--- src/rtl/idx_mask_assembler_pkg.sv ---
// Shared definitions for the index-to-mask receive path: FSM states and default index width.
package idx_mask_assembler_pkg;

  localparam int unsigned IDXW_DEF = 3;

  typedef enum logic {
    ST_ACCUM = 1'b0,
    ST_HOLD  = 1'b1
  } state_e;

endpackage

--- src/rtl/idx_mask_assembler_onehot.sv ---
// Combinational IDXW -> 2**IDXW one-hot decoder.
module idx_onehot #(
  parameter int unsigned IDXW = 3
) (
  input  logic [IDXW-1:0]      i_idx,
  output logic [(1<<IDXW)-1:0] o_onehot
);

  localparam int unsigned WIDTH = 1 << IDXW;

  always_comb begin
    o_onehot = {{(WIDTH-1){1'b0}}, 1'b1} << i_idx;
  end

endmodule

--- src/rtl/idx_mask_assembler.sv ---
// Rebuilds a bit vector from a stream of priority-encoded indices, one frame at a time,
// flagging repeated and non-descending indices.
module idx_mask_assembler
  import idx_mask_assembler_pkg::*;
#(
  parameter int unsigned IDXW = IDXW_DEF
) (
  input  logic                 CLK,
  input  logic                 CLR,
  input  logic                 in_valid,
  output logic                 in_ready,
  input  logic [IDXW-1:0]      in_idx,
  input  logic                 in_empty,
  input  logic                 in_last,
  output logic                 out_valid,
  input  logic                 out_ready,
  output logic [(1<<IDXW)-1:0] out_mask,
  output logic [IDXW:0]        out_count,
  output logic                 out_dup_err,
  output logic                 out_order_err
);

  localparam int unsigned WIDTH = 1 << IDXW;

  state_e            r_state, w_state_nxt;
  logic [WIDTH-1:0]  r_mask, w_mask_nxt;
  logic [IDXW:0]     r_count, w_count_nxt;
  logic              r_dup, w_dup_nxt;
  logic              r_order, w_order_nxt;
  logic [IDXW-1:0]   r_prev, w_prev_nxt;
  logic              r_first, w_first_nxt;

  logic [WIDTH-1:0]  w_bit;
  logic              w_accept;
  logic              w_release;
  logic              w_dup_hit;
  logic              w_order_hit;

  idx_onehot #(.IDXW(IDXW)) u_onehot (
    .i_idx    (in_idx),
    .o_onehot (w_bit)
  );

  assign w_accept    = (r_state == ST_ACCUM) && in_valid;
  assign w_release   = (r_state == ST_HOLD) && out_ready;
  assign w_dup_hit   = |(r_mask & w_bit);
  assign w_order_hit = !r_first && (in_idx >= r_prev);

  always_comb begin
    w_state_nxt = r_state;
    w_mask_nxt  = r_mask;
    w_count_nxt = r_count;
    w_dup_nxt   = r_dup;
    w_order_nxt = r_order;
    w_prev_nxt  = r_prev;
    w_first_nxt = r_first;

    if (w_accept) begin
      if (!in_empty) begin
        w_mask_nxt  = r_mask | w_bit;
        w_count_nxt = r_count + {{IDXW{1'b0}}, ~w_dup_hit};
        w_dup_nxt   = r_dup | w_dup_hit;
        w_order_nxt = r_order | w_order_hit;
        w_prev_nxt  = in_idx;
        w_first_nxt = 1'b0;
      end
      if (in_last) begin
        w_state_nxt = ST_HOLD;
      end
    end else if (w_release) begin
      w_state_nxt = ST_ACCUM;
      w_mask_nxt  = '0;
      w_count_nxt = '0;
      w_dup_nxt   = 1'b0;
      w_order_nxt = 1'b0;
      w_prev_nxt  = '0;
      w_first_nxt = 1'b1;
    end
  end

  always_ff @(posedge CLK or negedge CLR) begin
    if (!CLR) begin
      r_state <= ST_ACCUM;
      r_mask  <= '0;
      r_count <= '0;
      r_dup   <= 1'b0;
      r_order <= 1'b0;
      r_prev  <= '0;
      r_first <= 1'b1;
    end else begin
      r_state <= w_state_nxt;
      r_mask  <= w_mask_nxt;
      r_count <= w_count_nxt;
      r_dup   <= w_dup_nxt;
      r_order <= w_order_nxt;
      r_prev  <= w_prev_nxt;
      r_first <= w_first_nxt;
    end
  end

  assign in_ready  = (r_state == ST_ACCUM);
  assign out_valid = (r_state == ST_HOLD);

  // Partial accumulator contents stay hidden until the frame is complete.
  assign out_mask      = out_valid ? r_mask  : '0;
  assign out_count     = out_valid ? r_count : '0;
  assign out_dup_err   = out_valid & r_dup;
  assign out_order_err = out_valid & r_order;

endmodule

--- config.mk ---
export PLATFORM = sky130hd
export DESIGN_NAME = idx_mask_assembler
export DESIGN_NICKNAME = d
export VERILOG_FILES = /design/src/rtl/idx_mask_assembler_pkg.sv /design/src/rtl/idx_mask_assembler_onehot.sv /design/src/rtl/idx_mask_assembler.sv
export SDC_FILE = /design/constraint.sdc
export NUM_CORES = 1
export LEC_CHECK = 0
export BUFFER_PORTS_ARGS = -buffer_cell sky130_fd_sc_hd__buf_4
export CAP_MARGIN = 20
export CORE_MARGIN = 5
export CORE_UTILIZATION = 45
export CTS_CLUSTER_SIZE = 25
export DETAILED_ROUTE_END_ITERATION = 10
export GPL_ROUTABILITY_DRIVEN = 1
export PLACE_DENSITY = 0.66
export SYNTH_ARGS = -nofsm -noshare
export SYNTH_HDL_FRONTEND = slang
export SYNTH_SLANG_ARGS = --single-unit
--- constraint.sdc ---
create_clock -name CLK -period 1.7 [get_ports CLK]
set_input_delay 0.085 -clock CLK [delete_from_list [all_inputs] [get_ports CLK]]
set_output_delay 0.085 -clock CLK [all_outputs]
set_load 0.01 [all_outputs]
==> run summary <==
status - finished, final reports clean
Max-Cap Viols - 0
commonest non-fill, non-tap cell in the layout - buf_4
Final Hold Violating Endpoints - 0
most area-hungry cell type in the Yosys netlist - dfrtp_1
FP Rows - 17
chip height - 58.3 µm
final instance area - 1280 µm²
crit share post-route - 92.2%
initial antenna violation count - 0
number of synthesized flops with an enable pin - 0
n_diodes - 0
leakage power total - 0.668 nW
Min Clock Period, post-route - 1570 ps
DR vias - 843
drt wl/cell - 13.7 µm
Int Power - 0.000762 W
Worst-Margin Slew - 415 ps
adder-cell share of the synthesized area - 5.95%
H-tree levels - 1
most frequent cells in the layout - 26 x buf_4, 18 x dfrtp_1, 17 x nand2_1, 11 x and2_1, 9 x nor2_1
Peak VDD IR - 0.000632 V
total die area - 3400 µm²
hold depth - 3
GRT overflow - 0
Mapped Nets - 123
Post-Synth Simple-Gate Area - 26.7%
fmax - 638 MHz
CTS Buf Count - 3
sequential share of power - 52.7%
clk slew on worst S/H paths - 110 ps
setup TNS - 0 ps
Synth Cell Area - 1050 µm²
Top FF cell, synth - dfrtp_1
asr flop ratio synth - 100%
hold path endpoint - out_valid$_DFFE_PN0P_
clk_skew - 7.77 ps
Post-DP HPWL - 1640 µm
Comb pwr share - 26.5%
switching pwr - 0.000342 W
worst endpoint data arrival time - 1750 ps
Top cell by count, worst path - ha_1
max_slew headroom - 72.3%
Setup violations, final - 0
Area contributors post-synth - dfrtp_1 43%, and2_1 6.5%, nand2_1 6.1%
largest stage delay on the critical path - 400 ps
Ys Warns - 0
core area - 2210 µm²
Clk network pwr share - 20.8%
Worst-Skew Late Latency - 300 ps
Clock Tree Buf Depth - 2
Placed Cells - 157
fraction of layout cells with a size suffix above 1 - 28.1%
Synth top area share - 42.9%
input/output buffers - 24
RSZ-0062 raised after global routing - no
Setup crit end kind - register
first-pass GRT wire length - 3850 µm
count of cell types in the netlist - 30
io pins - 25
crit-path max FO - 3
clock root buffer - clkbuf_4
DR pass1 iterations - 4
HP Start - in_last
vias in the first global route - 824
main combinational cell family by area after synthesis - simple AND/OR/NAND/NOR gates
Starting Density - 47.5%
largest net degree at the start of global routing - 20
Finished Layout Cells - 163
Iter 0 DRT Violations - 19
r2r worst-path depth - 7
fin nets - 150
Slew Viols, Final - 0
Placed Instance Area - 1230 µm²
drt drc - 0
clk sink count - 19
Crit Path Class - reg2reg
Post-DRT Antenna Nets - 0
Area Growth Syn to Fin - 21.8%
Worst setup SP type - register
vias per inst - 5.17
Synth Area in Compound Gates - 10.5%
min-delay worst type - in2reg
Synth Instances - 109
PwrDens - 862 nW/µm²
R2R Setup Slk - 130 ps
# resized after CTS - 0
post-synthesis mux area share - 3.93%
number of synthesized register bits - 19
CP max-delay cell - dfrtp_1
Routed Wire Length - 2240 µm
Sw Ratio - 31.0%
Filler Cell Count - 223
Critical Path, Cell by Cell - mux2_2, o211ai_1, ha_1, ha_1, nand2_1, xor2_1, nor2_1
Final GP Congestion - 0.783
reg2reg end - r_count[2]$_DFFE_PN0P_
Seq/Total Area, Yosys - 45.4%
Chip Width - 58.3 µm
required time of the critical path - 1890 ps
syn avg cell area - 9.64 µm²
xor-xnor portion of the synthesized cell area - 1.67%
reg-to-reg startpoint - r_mask[7]$_DFFE_PN0P_
CTS tree - done
gr usage total - 14.6%
[cell usage after synthesis, types with 3 or more instances]
library cell / number
nand2_1: 17
nor2_1: 9
a31oi_1: 4
dfrtp_1: 18
ha_1: 5
mux2i_1: 3
and2_1: 11
o31ai_1: 3
nand3_1: 4
and2_2: 4
a21oi_1: 3
inv_1: 4
buf_6: 3
[per-layer routing]
layer / routed length [µm] / global-route usage (%)
met1: 1020 / 20.3
met2: 1040 / 22.0
met3: 167 / 4.82
met4: 13 / 2.98
met5: 0 / 0
[worst max-delay path, delay by kind of cell, from the launching register on]
| kind | cells | cell delay, ps |
|---|---|---|
| DFF | 1 | 400 |
| muxes | 1 | 270 |
| xor gates and xnor gates | 1 | 130 |
| adders and majority gates | 2 | 360 |
| and+or+nand+nor | 2 | 110 |
| AOI/OAI and AO/OA | 1 | 200 |
[worst max path at each step]
stage / slack, ps / startpoint / end / depth (start not counted)
after global placement: 160 / r_mask[6]$_DFFE_PN0P_ / r_count[2]$_DFFE_PN0P_ / 7
after global routing: 10 / r_mask[7]$_DFFE_PN0P_ / r_count[2]$_DFFE_PN0P_ / 7
after floorplan: 240 / r_mask[7]$_DFFE_PN0P_ / r_count[2]$_DFFE_PN0P_ / 7
after CTS: 110 / r_mask[7]$_DFFE_PN0P_ / r_count[2]$_DFFE_PN0P_ / 7
final: 130 / r_mask[7]$_DFFE_PN0P_ / r_count[2]$_DFFE_PN0P_ / 7
after detailed placement: 130 / r_mask[7]$_DFFE_PN0P_ / r_count[2]$_DFFE_PN0P_ / 7
[sequential cells by signal (all words and copies together) (netlist names)]
name and count:
out_valid 1, r_prev 3, r_count 4, r_first 1, r_mask 8, r_order 1, r_dup 1
[power groups by stage]
stage / Combinational (W) / Clock (W) / Sequential, W
floorplan: 0.000195 / 0 / 0.000574
global route: 0.000334 / 0.000256 / 0.000594
finish: 0.000292 / 0.000230 / 0.000582
CTS: 0.000296 / 0.000237 / 0.000583
detailed placement: 0.000291 / 0 / 0.000590
global placement: 0.000282 / 0 / 0.000587
[layout make-up]
| cell class | instances | area (µm²) | area share, % |
|---|---|---|---|
| clock buffer | 4 | 26.3 | 2.05 |
| inverter | 4 | 15.0 | 1.17 |
| multi-input combinational | 80 | 512 | 40.0 |
| sequential | 19 | 477 | 37.2 |
| tap | 28 | 35.0 | 2.74 |
| timing repair buffer | 28 | 215 | 16.8 |
[kinds of logic after synthesis]
kind of cell               count (synthesis)
AOI/OAI and AO/OA                         17
xor gates and xnor gates                   2
adders and majority gates                  5
buffers and inverters                     10
DFF                                       19
muxes                                      4
and+or+nand+nor                           52
[stage by stage]
step                      utilization, %  setup WS [ps]  hold WS, ps  power (W)
after detailed placement            55.8            127        -23.0   0.000881
after global placement              55.8            159        -24.8   0.000869
after CTS                           57.9            109         18.2    0.00112
final                               57.9            132         27.7    0.00110
after global routing                57.9           9.83         50.1    0.00118
after floorplan                        -            244         -211   0.000769
[what timing repair did]
item,4_1_cts,5_1_grt
hold endpoints to repair,20,0
setup buffers,0,0
setup endpoints to repair,0,0
hold buffers,2,0
No activity file was read; power rests on OpenSTA's default activity.
